<file path="config.mk">
export PLATFORM = sky130hd
export DESIGN_NAME = nibble_adder_seq
export DESIGN_NICKNAME = d
export VERILOG_FILES = /design/src/rtl/nibble_adder_seq.sv
export SDC_FILE = /design/constraint.sdc
export NUM_CORES = 1
export LEC_CHECK = 0
export ABC_CLOCK_PERIOD_IN_PS = 6400
export BUFFER_PORTS_ARGS = -buffer_cell sky130_fd_sc_hd__buf_2
export CORE_UTILIZATION = 30
export CTS_BUF_LIST = sky130_fd_sc_hd__clkbuf_16
export DETAILED_ROUTE_END_ITERATION = 10
export GPL_ROUTABILITY_DRIVEN = 0
export HOLD_SLACK_MARGIN = 0.08
export PLACE_DENSITY_LB_ADDON = 0.05
export SLEW_MARGIN = 20
export SYNTH_ARGS = -nofsm -noshare
export SYNTH_HDL_FRONTEND = slang
export SYNTH_SLANG_ARGS = --single-unit
</file>
<file path="constraint.sdc">
create_clock -name clk -period 6.4 [get_ports clk]
set_input_delay 1.28 -clock clk [delete_from_list [all_inputs] [get_ports clk]]
set_output_delay 1.28 -clock clk [all_outputs]
set_load 0.01 [all_outputs]
</file>
<file path="src/rtl/nibble_adder_seq.sv">
// ----------------------------------------------------------------------------
// nibble_adder_seq
//
// Multi-cycle WIDTH-bit adder/subtractor. One 4-bit ripple-carry slice is
// reused over four successive cycles, least significant nibble first. The
// sequencer handshake is start/busy/done; results are registered and held
// until the next completion.
//
// Configuration macro:
//   NIBBLE_ADDER_SUB_EN  defined   -> sub=1 computes a-b (B inverted, cin=1)
//                        undefined -> sub is ignored, every op is a+b, cin=0
//
// Parameters:
//   WIDTH   operand/result width, 13..16 (always exactly four nibble steps)
//
// Ports:
//   clk     in   rising-edge clock
//   rst_n   in   asynchronous active-low reset
//   start   in   request an operation (sampled only while busy=0)
//   sub     in   1: a-b, 0: a+b (sampled with start)
//   a, b    in   operands (sampled with start)
//   busy    out  operation in progress
//   done    out  one-cycle pulse when q/cout/zero update
//   q       out  result, modulo 2^WIDTH
//   cout    out  carry out of bit WIDTH-1 (subtraction: 1 = no borrow)
//   zero    out  q == 0
// ----------------------------------------------------------------------------

// 4-bit ripple-carry slice. Exposes the carry out of every bit so the
// caller can pick the carry out of a bit below the top of the nibble.
module nibble_slice (
    input  logic [3:0] a_i,
    input  logic [3:0] b_i,
    input  logic       c_i,
    output logic [3:0] s_o,
    output logic [3:0] co_o
);
    always_comb begin
        logic c;
        c    = c_i;
        s_o  = '0;
        co_o = '0;
        for (int i = 0; i < 4; i++) begin
            s_o[i]  = a_i[i] ^ b_i[i] ^ c;
            c       = (a_i[i] & b_i[i]) | (a_i[i] & c) | (b_i[i] & c);
            co_o[i] = c;
        end
    end
endmodule

module nibble_adder_seq #(
    parameter int WIDTH = 15
) (
    input  logic             clk,
    input  logic             rst_n,
    input  logic             start,
    input  logic             sub,
    input  logic [WIDTH-1:0] a,
    input  logic [WIDTH-1:0] b,
    output logic             busy,
    output logic             done,
    output logic [WIDTH-1:0] q,
    output logic             cout,
    output logic             zero
);
    // Bit position, within the top nibble, of operand bit WIDTH-1. Its
    // carry out is the true carry of the WIDTH-bit operation; anything the
    // slice produces above it comes from the zero-filled padding.
    localparam int TOPB = WIDTH - 13;

    typedef enum logic {
        IDLE = 1'b0,
        RUN  = 1'b1
    } state_t;

    state_t      state_q, state_d;
    logic [1:0]  step_q;
    logic [15:0] a_w_q;     // working operand A, zero-padded to 16 bits
    logic [15:0] b_w_q;     // working operand B (possibly inverted), padded
    logic        carry_q;   // carry into the current nibble
    logic [15:0] acc_q;     // sum nibbles collected so far
    logic [WIDTH-1:0] q_q;
    logic        cout_q;
    logic        zero_q;
    logic        done_q;

    // ------------------------------------------------------------------
    // Operand capture. Padding above WIDTH is zero on both operands, so
    // B is inverted at its own width before being extended.
    // ------------------------------------------------------------------
    logic [15:0] a_load;
    logic [15:0] b_load;
    logic        cin_load;

    assign a_load = 16'(a);

`ifdef NIBBLE_ADDER_SUB_EN
    // Two's complement subtraction: a + ~b + 1.
    assign b_load   = sub ? 16'(~b) : 16'(b);
    assign cin_load = sub;
`else
    // Subtraction not built: sub is accepted on the port and dropped.
    logic unused_sub;
    assign unused_sub = sub;
    assign b_load     = 16'(b);
    assign cin_load   = 1'b0;
`endif

    // ------------------------------------------------------------------
    // Shared slice, fed the nibble pair selected by the step counter.
    // ------------------------------------------------------------------
    logic [3:0] nib_a;
    logic [3:0] nib_b;
    logic [3:0] slice_s;
    logic [3:0] slice_co;
    logic       last_step;

    assign nib_a     = a_w_q[{step_q, 2'b00} +: 4];
    assign nib_b     = b_w_q[{step_q, 2'b00} +: 4];
    assign last_step = (step_q == 2'd3);

    nibble_slice u_slice (
        .a_i  (nib_a),
        .b_i  (nib_b),
        .c_i  (carry_q),
        .s_o  (slice_s),
        .co_o (slice_co)
    );

    // Intermediate per-bit carries are only needed at bit TOPB and bit 3.
    logic unused_co;
    assign unused_co = ^slice_co;

    // Accumulator including the nibble being produced this cycle; on the
    // last step this is the complete result.
    logic [15:0] acc_d;
    always_comb begin
        acc_d = acc_q;
        acc_d[{step_q, 2'b00} +: 4] = slice_s;
    end

    // ------------------------------------------------------------------
    // FSM: state register
    // ------------------------------------------------------------------
    always_ff @(posedge clk or negedge rst_n) begin
        if (!rst_n) begin
            state_q <= IDLE;
        end else begin
            state_q <= state_d;
        end
    end

    // ------------------------------------------------------------------
    // FSM: next state
    // ------------------------------------------------------------------
    always_comb begin
        state_d = state_q;
        unique case (state_q)
            IDLE: if (start)     state_d = RUN;
            RUN:  if (last_step) state_d = IDLE;
            default:             state_d = IDLE;
        endcase
    end

    // ------------------------------------------------------------------
    // FSM: outputs (all driven straight from registers)
    // ------------------------------------------------------------------
    always_comb begin
        busy = (state_q == RUN);
        done = done_q;
        q    = q_q;
        cout = cout_q;
        zero = zero_q;
    end

    // ------------------------------------------------------------------
    // Datapath registers
    // ------------------------------------------------------------------
    always_ff @(posedge clk or negedge rst_n) begin
        if (!rst_n) begin
            step_q  <= '0;
            a_w_q   <= '0;
            b_w_q   <= '0;
            carry_q <= 1'b0;
            acc_q   <= '0;
            q_q     <= '0;
            cout_q  <= 1'b0;
            zero_q  <= 1'b0;
            done_q  <= 1'b0;
        end else begin
            // done is a single-cycle pulse, re-armed only by a completion.
            done_q <= (state_q == RUN) && last_step;

            unique case (state_q)
                IDLE: begin
                    // start is only looked at here, so a start during RUN
                    // neither queues nor resamples the operands.
                    if (start) begin
                        a_w_q   <= a_load;
                        b_w_q   <= b_load;
                        carry_q <= cin_load;
                        step_q  <= 2'd0;
                        acc_q   <= '0;
                    end
                end
                RUN: begin
                    acc_q   <= acc_d;
                    carry_q <= slice_co[3];
                    step_q  <= step_q + 2'd1;
                    if (last_step) begin
                        q_q    <= acc_d[WIDTH-1:0];
                        cout_q <= slice_co[TOPB];
                        zero_q <= (acc_d[WIDTH-1:0] == '0);
                    end
                end
                default: ;
            endcase
        end
    end

endmodule

</file>
## Word level (Yosys, flattened, before mapping)

Cells that the tools add are included.

- ROM bits: 0
- Memories: 0
- Output and inout bits: 19
- Bits in writable memories: 0
- Bits of input ports: 34
- Bits in registers: 68
- Logic and storage cells: 61
- Bits in latches: 0

- Reductions and logical operators: 4
- Muxes and demuxes: 10
- Divide/modulo/power cells: 0
- Eq/ne operators: 2
- Add/subtract/negate cells: 2
- Magnitude comparators: 0
- Shift-type cells: 4
- Multiply operators: 0
- Bitwise operators: 29

Operators with widths:

| operator | number |
|---|---|
| $pmux W16 S2 | 1 |
| $shiftx A16 B5 Y4 | 2 |
| $bwmux W16 | 1 |
| $mux W16 | 1 |
| $shift A4 B6 Y16 const A | 1 |
| $shiftx A4 B6 Y16 | 1 |
| $logic_not A15 Y1 | 1 |
| $and A1 B1 Y1 | 12 |
| $or A1 B1 Y1 | 8 |
| $xor A1 B1 Y1 | 8 |
| $neg A4 Y6 | 1 |
| $pmux W1 S2 | 2 |
| $pmux W2 S2 | 1 |
| $reduce_and A2 Y1 | 2 |
| $mux W1 | 3 |
| $add A2 B1 Y2 const B | 1 |
| $eq A2 B2 Y1 const B | 1 |
| $mux W2 | 1 |
| $ne A2 B2 Y1 const B | 1 |
| $logic_and A1 B1 Y1 | 1 |
| $not A1 Y1 | 1 |

## Logic depth before layout (Yosys ltp)

Gate-level depths: netlist of the first run.

- Depth after elaboration: 14
- Mapped depth: 12
- Gate-level depth less buffers: 11

## Cells and area by module

A second synthesis of the first run with hierarchy kept.

- Cell total of the unflattened synthesis: 263
- Area, all modules: 3,065.4 µm²

Modules (own cells, without submodules):

| module | instances | area each (µm²) | cells an instance |
|---|---|---|---|
| nibble_adder_seq | 1 | 2,947.8 | 249 |
| nibble_slice | 1 | 117.6 | 14 |

## Worst setup path after synthesis of the first run

OpenSTA, ideal clock, no wires.

- Kind: reg-to-reg
- From: reg step_q[0]
- To: reg zero_q (netlist: zero)
- Period minus slack after synthesis: 3,277 ps
- Setup time: 67 ps
- Arrival time: 3,210 ps
- Required time: 6,333 ps
- Stages on the path, launching flop included: 13
- Slack: 3,123 ps
- Cells stage by stage: dfrtp_1 > buf_2 > mux4_2 > fa_1 > inv_1 > fa_1 > fa_1 > fa_1 > nor2_1 > a31oi_1 > nand2_1 > nor4_1 > a32o_1

- Cells in the longest elaborated chain, start to end: 14

Ends and longest elaborated chain:

| what | RTL line | source |
|---|---|---|
| start, declared | 77 | `logic [1:0] step_q;` |
| start signal, assigned | 209 | `step_q <= step_q + 2'd1;` |
| $shiftx A16 B5 Y4 (on tied branches) | 118, 119 |  |
| $and A1 B1 Y1 | 45 | `c = (a_i[i] & b_i[i]) \| (a_i[i] & c) \| (b_i[i] & c);` |
| $or A1 B1 Y1 (2 in series) | 45 |  |
| $and A1 B1 Y1 | 45 |  |
| $or A1 B1 Y1 (2 in series) | 45 |  |
| $and A1 B1 Y1 | 45 |  |
| $or A1 B1 Y1 (2 in series) | 45 |  |
| $xor A1 B1 Y1 | 44 | `s_o[i] = a_i[i] ^ b_i[i] ^ c;` |
| $shiftx A4 B6 Y16 | 139 | `acc_d[{step_q, 2'b00} +: 4] = slice_s;` |
| $bwmux W16 | 139 |  |
| $logic_not A15 Y1 | 213 | `zero_q <= (acc_d[WIDTH-1:0] == '0);` |
| end signal, assigned | 213 |  |
| end, declared | 84 | `logic zero_q;` |

Several ways; a longest one is shown, not always the timed one.
A chain may end at the register's enable or synchronous reset.

## Worst setup path in the final report of the first run

Same ends and word-level chain as after synthesis.

==> results of run 1 <==
## layout make-up
cell class,count,area [µm²]
Fill cell,1038,6050
Multi-Input combinational cell,170,1300
Clock inverter,7,93.8
Tap cell,133,166
Sequential cell,66,1650
Inverter,14,52.6
Timing Repair Buffer,54,278
Clock buffer,9,225
## state kept, by name, indices dropped and copies added, names as in the netlist
name,cells
done,1
cout,1
step_q,2
b_w_q,15
acc_q,14
a_w_q,15
zero,1
busy,1
q,15
carry_q,1
## cells in the mapped netlist (2+ instances only)
| cell type | instances | share of area |
|---|---|---|
| nand3_1 | 2 | 0.0033 |
| buf_2 | 4 | 0.0066 |
| fa_1 | 4 | 0.026 |
| nor3_1 | 2 | 0.0033 |
| nor2_1 | 8 | 0.0098 |
| clkbuf_1 | 9 | 0.011 |
| mux2_2 | 33 | 0.12 |
| dfrtp_1 | 66 | 0.54 |
| o31ai_1 | 2 | 0.0049 |
| nor2b_1 | 8 | 0.016 |
| o22ai_1 | 10 | 0.020 |
| inv_1 | 13 | 0.016 |
| mux4_2 | 6 | 0.044 |
| mux2i_1 | 2 | 0.0066 |
| nand2_1 | 42 | 0.052 |
| a31oi_1 | 8 | 0.016 |
| ha_1 | 5 | 0.020 |
| o21ai_0 | 20 | 0.033 |
| a21oi_1 | 3 | 0.0049 |
## metal layers
metal	GRT usage	up-vias
met5	0	-
met4	0.0379	0
met3	0.0488	6
met2	0.233	35
met1	0.180	1006
li1	-	1025
## through the flow
step | total power, W | cells | instance area (µm²) | util | hold slack, ns
3_5_place_dp | 0.00170 | 437 | 3450 | 0.351 | 0.465
5_1_grt | 0.00239 | 453 | 3770 | 0.384 | 0.498
4_1_cts | 0.00224 | 453 | 3770 | 0.384 | 0.478
3_3_place_gp | 0.00170 | 437 | 3450 | 0.351 | 0.456
2_1_floorplan | 0.00141 | 263 | 3050 | - | 0.475
6_report | 0.00220 | 453 | 3770 | 0.384 | 0.470
## path summary, 6_finish.rpt
check	depth (start not counted)	slack [ns]	startpoint	endpoint
worst max-delay path	11	2.47	step_q[0]$_DFFE_PN0P_	zero$_DFFE_PN0P_
worst min-delay path	2	0.47	q[2]$_DFFE_PN0P_	q[2]$_DFFE_PN0P_
worst max register to register	11	2.47	step_q[0]$_DFFE_PN0P_	zero$_DFFE_PN0P_
worst min register to register	2	0.47	q[2]$_DFFE_PN0P_	q[2]$_DFFE_PN0P_
max in group asynchronous	2	4.66	rst_n	acc_q[14]$_DFFE_PN0P_
min in group asynchronous	2	1.12	rst_n	q[10]$_DFFE_PN0P_
## cell families after synthesis
family / synth area share
mux: 0.172
fa+ha+maj: 0.0467
flops: 0.541
compound gates: 0.0987
buf+inv: 0.0348
simple gates: 0.107
## power breakdown
group	internal (W)	switching [W]	leakage [nW]
Clock	0.000340	0.000184	0.153
Combinational	0.000427	0.000511	0.717
Sequential	0.000603	0.000133	0.839
## worst reg2reg max path, cell delays in order, from the launching register on
cell     delay, ns
dfrtp_1       0.85
mux4_2        0.40
fa_1          0.17
inv_1         0.05
fa_1          0.39
fa_1          0.45
fa_1          0.56
nor2_1        0.09
a31oi_1       0.27
nand2_1       0.10
nor4_1        0.32
a32o_1        0.21
## placed cells by master (no fill, tap or decap), drive strengths merged, types with 5 or more instances in the layout
master | Yosys | final
nor2 | 8 | 8
ha | 5 | 5
mux4 | 6 | 6
a31oi | 8 | 8
inv | 14 | 14
clkbuf | 9 | 9
o22ai | 10 | 10
o21ai | 21 | 21
mux2 | 33 | 33
nor2b | 8 | 8
nand2 | 42 | 42
dfrtp | 66 | 66
buf | 4 | 54
==> impl_metrics.ini, run 1 <==
[drt]
viasPerCell = 4.57
dr.pass1.iters = 4
drc = 0
routed_wl_um = 6620
dr.first_iter.drc_count = 55
met2RoutedLength_um = 3200
vias = 2072
wl_met1_um = 3100
ant_nets = 0
wl_met3_um = 250
routed.top_layer = met4
wl_per_cell_um = 14.6

[cts]
cts_root_buffer = clkbuf_16
ctsResizeCount = 0
cts_buffer_depth = 2
numClockSinks = 66
clkSlewWorstSetupHoldPaths_ns = 0.06
hold_buffers = 0
htree_levels = 3
cts_buffers = 9
cts_setup_buffers = 0
cts_tree = built
clkLatencyLatePin_ns = 0.33

[logic_synthesis]
synth_ff_type = dfrtp_1
synthArstFlopShare = 1.00
yosysSeqAreaShare = 0.541
synth-edff-count = 0
avgSynthCellArea_um2 = 11.6
yosysUniqueCellTypes = 35
ys.warnings.count = 0
syn-num-nets = 306
syn_inst = 263
ys_seq_elements = 66
synth_area_um2 = 3050

[power]
vdd_drop_max_mv = 0.204
p_per_area_nw_per_um2 = 583
power_leakage_nw = 1.71

[global_routing]
antenna_found_initial = 0
grt.total_usage = 0.142
grt_pass1_vias = 2129
grt_start_max_net_pins = 67
grt_overflow_total = 0
grt_first_pass_wirelength_um = 11100

[floorplan]
initial_core_util = 0.311
pin_count = 53
num_rows = 36
die_area_um2 = 10600
core_area_um2 = 9820
die_w_um = 103
die_h_um = 103

[critical_path]
crit_type = reg2reg
cp_max_fo = 17
crit_buf_inv = 1
cpMaxStageDelayCell = dfrtp_1
critPathRequiredTime_ns = 6.66
max_stage_delay_ns = 0.85
cpLargestDelayFamily = adder cells
cp-start-kind = register
cpMostUsedCell = fa_1
cp.arrival_ns = 4.19
cp_cell_sequence = mux4_2 > fa_1 > inv_1 > fa_1 > fa_1 > fa_1 > nor2_1 > a31oi_1 > nand2_1 > nor4_1 > a32o_1
endpoint_kind = register

[sta]
fmaxAchievable_mhz = 254
clock_skew_ns = 0.00798
fin_ws_ns = 2.47
worst_pin_slew_ns = 0.882
fin_crit_ns = 3.93
drv_slew = 0
slew_headroom = 0.412
rsz0062_at_grt = false
setup_tns_ns = 0
setup_violations = 0
finalHoldViolCount = 0
finalCritPeriodShare = 0.615

[final_layout]
insertedDiodeCount = 0
final_nets = 358
final_layout_size_suffix_gt1_frac = 0.356
areaGrowthSynthToFinish_pct = 23.3

[job]
maxCapViolCount = 0

[placed_design]
pre_cts_ws_ns = 2.32
io_buffer_count = 51
hpwl_um = 4530

[status]
status = complete, no violations

[worst_hold_path]
hold_class = reg2reg
No activity file was read; power rests on OpenSTA's default activity.
==> run 2: changes to the inputs <==
- ABC_CLOCK_PERIOD_IN_PS: 6400 -> 3300
- clock period: 6.4 -> 3.3 ns (I/O delays scaled with it)
==> run 2 against run 1 <==
Compared with the run above: sequential power grew 87%; wire length grew 5.9%; count of clock-buffer cells in the layout is the same; fmax grew 23%; sequential cell count is the same; utilization grew 1.7 points; worst setup slack lost 2.4 ns; register-to-register slack lost 2.4 ns; first-iteration DRC count shrank 33%; combinational power grew to 2.5 times the previous value; total power grew 120%; die area is the same; critical endpoint unchanged.
==> impl_metrics.ini, run 2 (synthesized netlist as in run 1, its figures left out) <==
[sta]
fin_crit_ns = 3.20
setup_violations = 0
slew_headroom = 0.587
setup_tns_ns = 0
finalHoldViolCount = 0
worst_pin_slew_ns = 0.619
clock_skew_ns = 0.00742
fin_ws_ns = 0.0972
fmaxAchievable_mhz = 312
finalCritPeriodShare = 0.971
drv_slew = 0

[global_routing]
grt_pass1_vias = 2217
antenna_found_initial = 0
grt_start_max_net_pins = 31
grt.total_usage = 0.151
grt_first_pass_wirelength_um = 11800
grt_overflow_total = 0

[critical_path]
cp.arrival_ns = 3.46
crit_start = step_q[0]$_DFFE_PN0P_
ff2ff_setup_slack_ns = 0.1
endpoint = zero$_DFFE_PN0P_
endpoint_kind = register
rr_startpoint = step_q[0]$_DFFE_PN0P_
crit_type = reg2reg
cp_max_fo = 5
cp-start-kind = register
r2r_cells = 11
critPathRequiredTime_ns = 3.56
r2r-end = zero$_DFFE_PN0P_

[final_layout]
finalNonFillerCells = 467
final_layout_size_suffix_gt1_frac = 0.419
final_area_um2 = 3940
areaGrowthSynthToFinish_pct = 28.9
layout_commonest_cell = dfrtp_1
insertedDiodeCount = 0
final_cell_mix = 65 x dfrtp_1, 51 x buf_2, 41 x nand2_1, 33 x mux2_2, 19 x o21ai_0
final_nets = 372

[cts]
cts_buffers = 9
cts_root_buffer = clkbuf_16
clkLatencyLatePin_ns = 0.33
numClockSinks = 66
htree_levels = 3
cts_buffer_depth = 2
hold_buffers = 0
cts_tree = built
clkSlewWorstSetupHoldPaths_ns = 0.06

[placed_design]
placedCellCount = 448
hpwl_um = 4990
io_buffer_count = 51
placed_cell_area_um2 = 3530
pre_cts_ws_ns = -0.131

[power]
vdd_drop_max_mv = 0.412
p_per_area_nw_per_um2 = 1210
power_leakage_nw = 1.78
power.total_w = 0.00478

[drt]
wl_per_cell_um = 15.0
drc = 0
routed_wl_um = 7010
viasPerCell = 4.67
vias = 2180
ant_nets = 0
dr.pass1.iters = 4
dr.first_iter.drc_count = 37

[job]
maxCapViolCount = 0

[worst_hold_path]
hold_class = in2async

[floorplan]
die_area_um2 = 10600
core_area_um2 = 9820
pin_count = 53
initial_core_util = 0.311
num_rows = 36
die_h_um = 103
die_w_um = 103

[status]
status = complete, no violations
[run 2: worst min-delay path by stage]
stage                      startpoint                    to  slack, ns  depth (start not counted)
finish                          rst_n     q[14]$_DFFE_PN0P_       0.35                          1
detailed placement  q[11]$_DFFE_PN0P_     q[11]$_DFFE_PN0P_       0.47                          2
global placement     q[6]$_DFFE_PN0P_      q[6]$_DFFE_PN0P_       0.46                          2
CTS                             rst_n  a_w_q[2]$_DFFE_PN0P_       0.37                          1
global route                    rst_n  a_w_q[6]$_DFFE_PN0P_       0.39                          1
floorplan                       rst_n  a_w_q[0]$_DFFE_PN0P_       0.36                          0
[run 2: through the flow]
step,utilization,hold slack (ns)
floorplan,-,0.364
global placement,0.359,0.457
detailed placement,0.359,0.466
CTS,0.394,0.366
global route,0.401,0.389
finish,0.401,0.350
[run 2: timing repair]
action / 4_1_cts / 5_1_grt
setup endpoints to repair: 2 / 4
pin swaps: 1 / 8
setup buffers: 1 / 2
resized for setup: 3 / 14
[run 2: worst max-delay path: stages (launching register included)]
cell	delay, ns
dfrtp_2	0.45
mux4_2	0.37
fa_2	0.20
inv_2	0.04
fa_2	0.37
fa_2	0.39
fa_2	0.59
nor2_4	0.06
a31oi_4	0.15
nand2_2	0.08
nor4_4	0.24
a32o_1	0.19
[run 2: area by class of cell]
type	count	area [µm²]
clock buffers	9	225
clock inverters	7	93.8
fillers	1013	5880
inverters	14	52.6
multi-input cells	170	1360
flip-flops and latches	66	1650
well taps	133	166
repair buffers	68	383
[run 2: where the power goes]
group	internal, W	total, W	switching [W]
Sequential	0.00117	0.00138	0.000212
Combinational	0.00115	0.00238	0.00123
Clock	0.000659	0.00102	0.000359
[run 2: routing by layer]
metal,GRT usage,vias to the layer above,share of wire
li1,-,1055,-
met1,0.197,1075,0.46
met2,0.248,44,0.50
met3,0.0386,6,0.034
met4,0.0455,0,0.011
met5,0,-,0
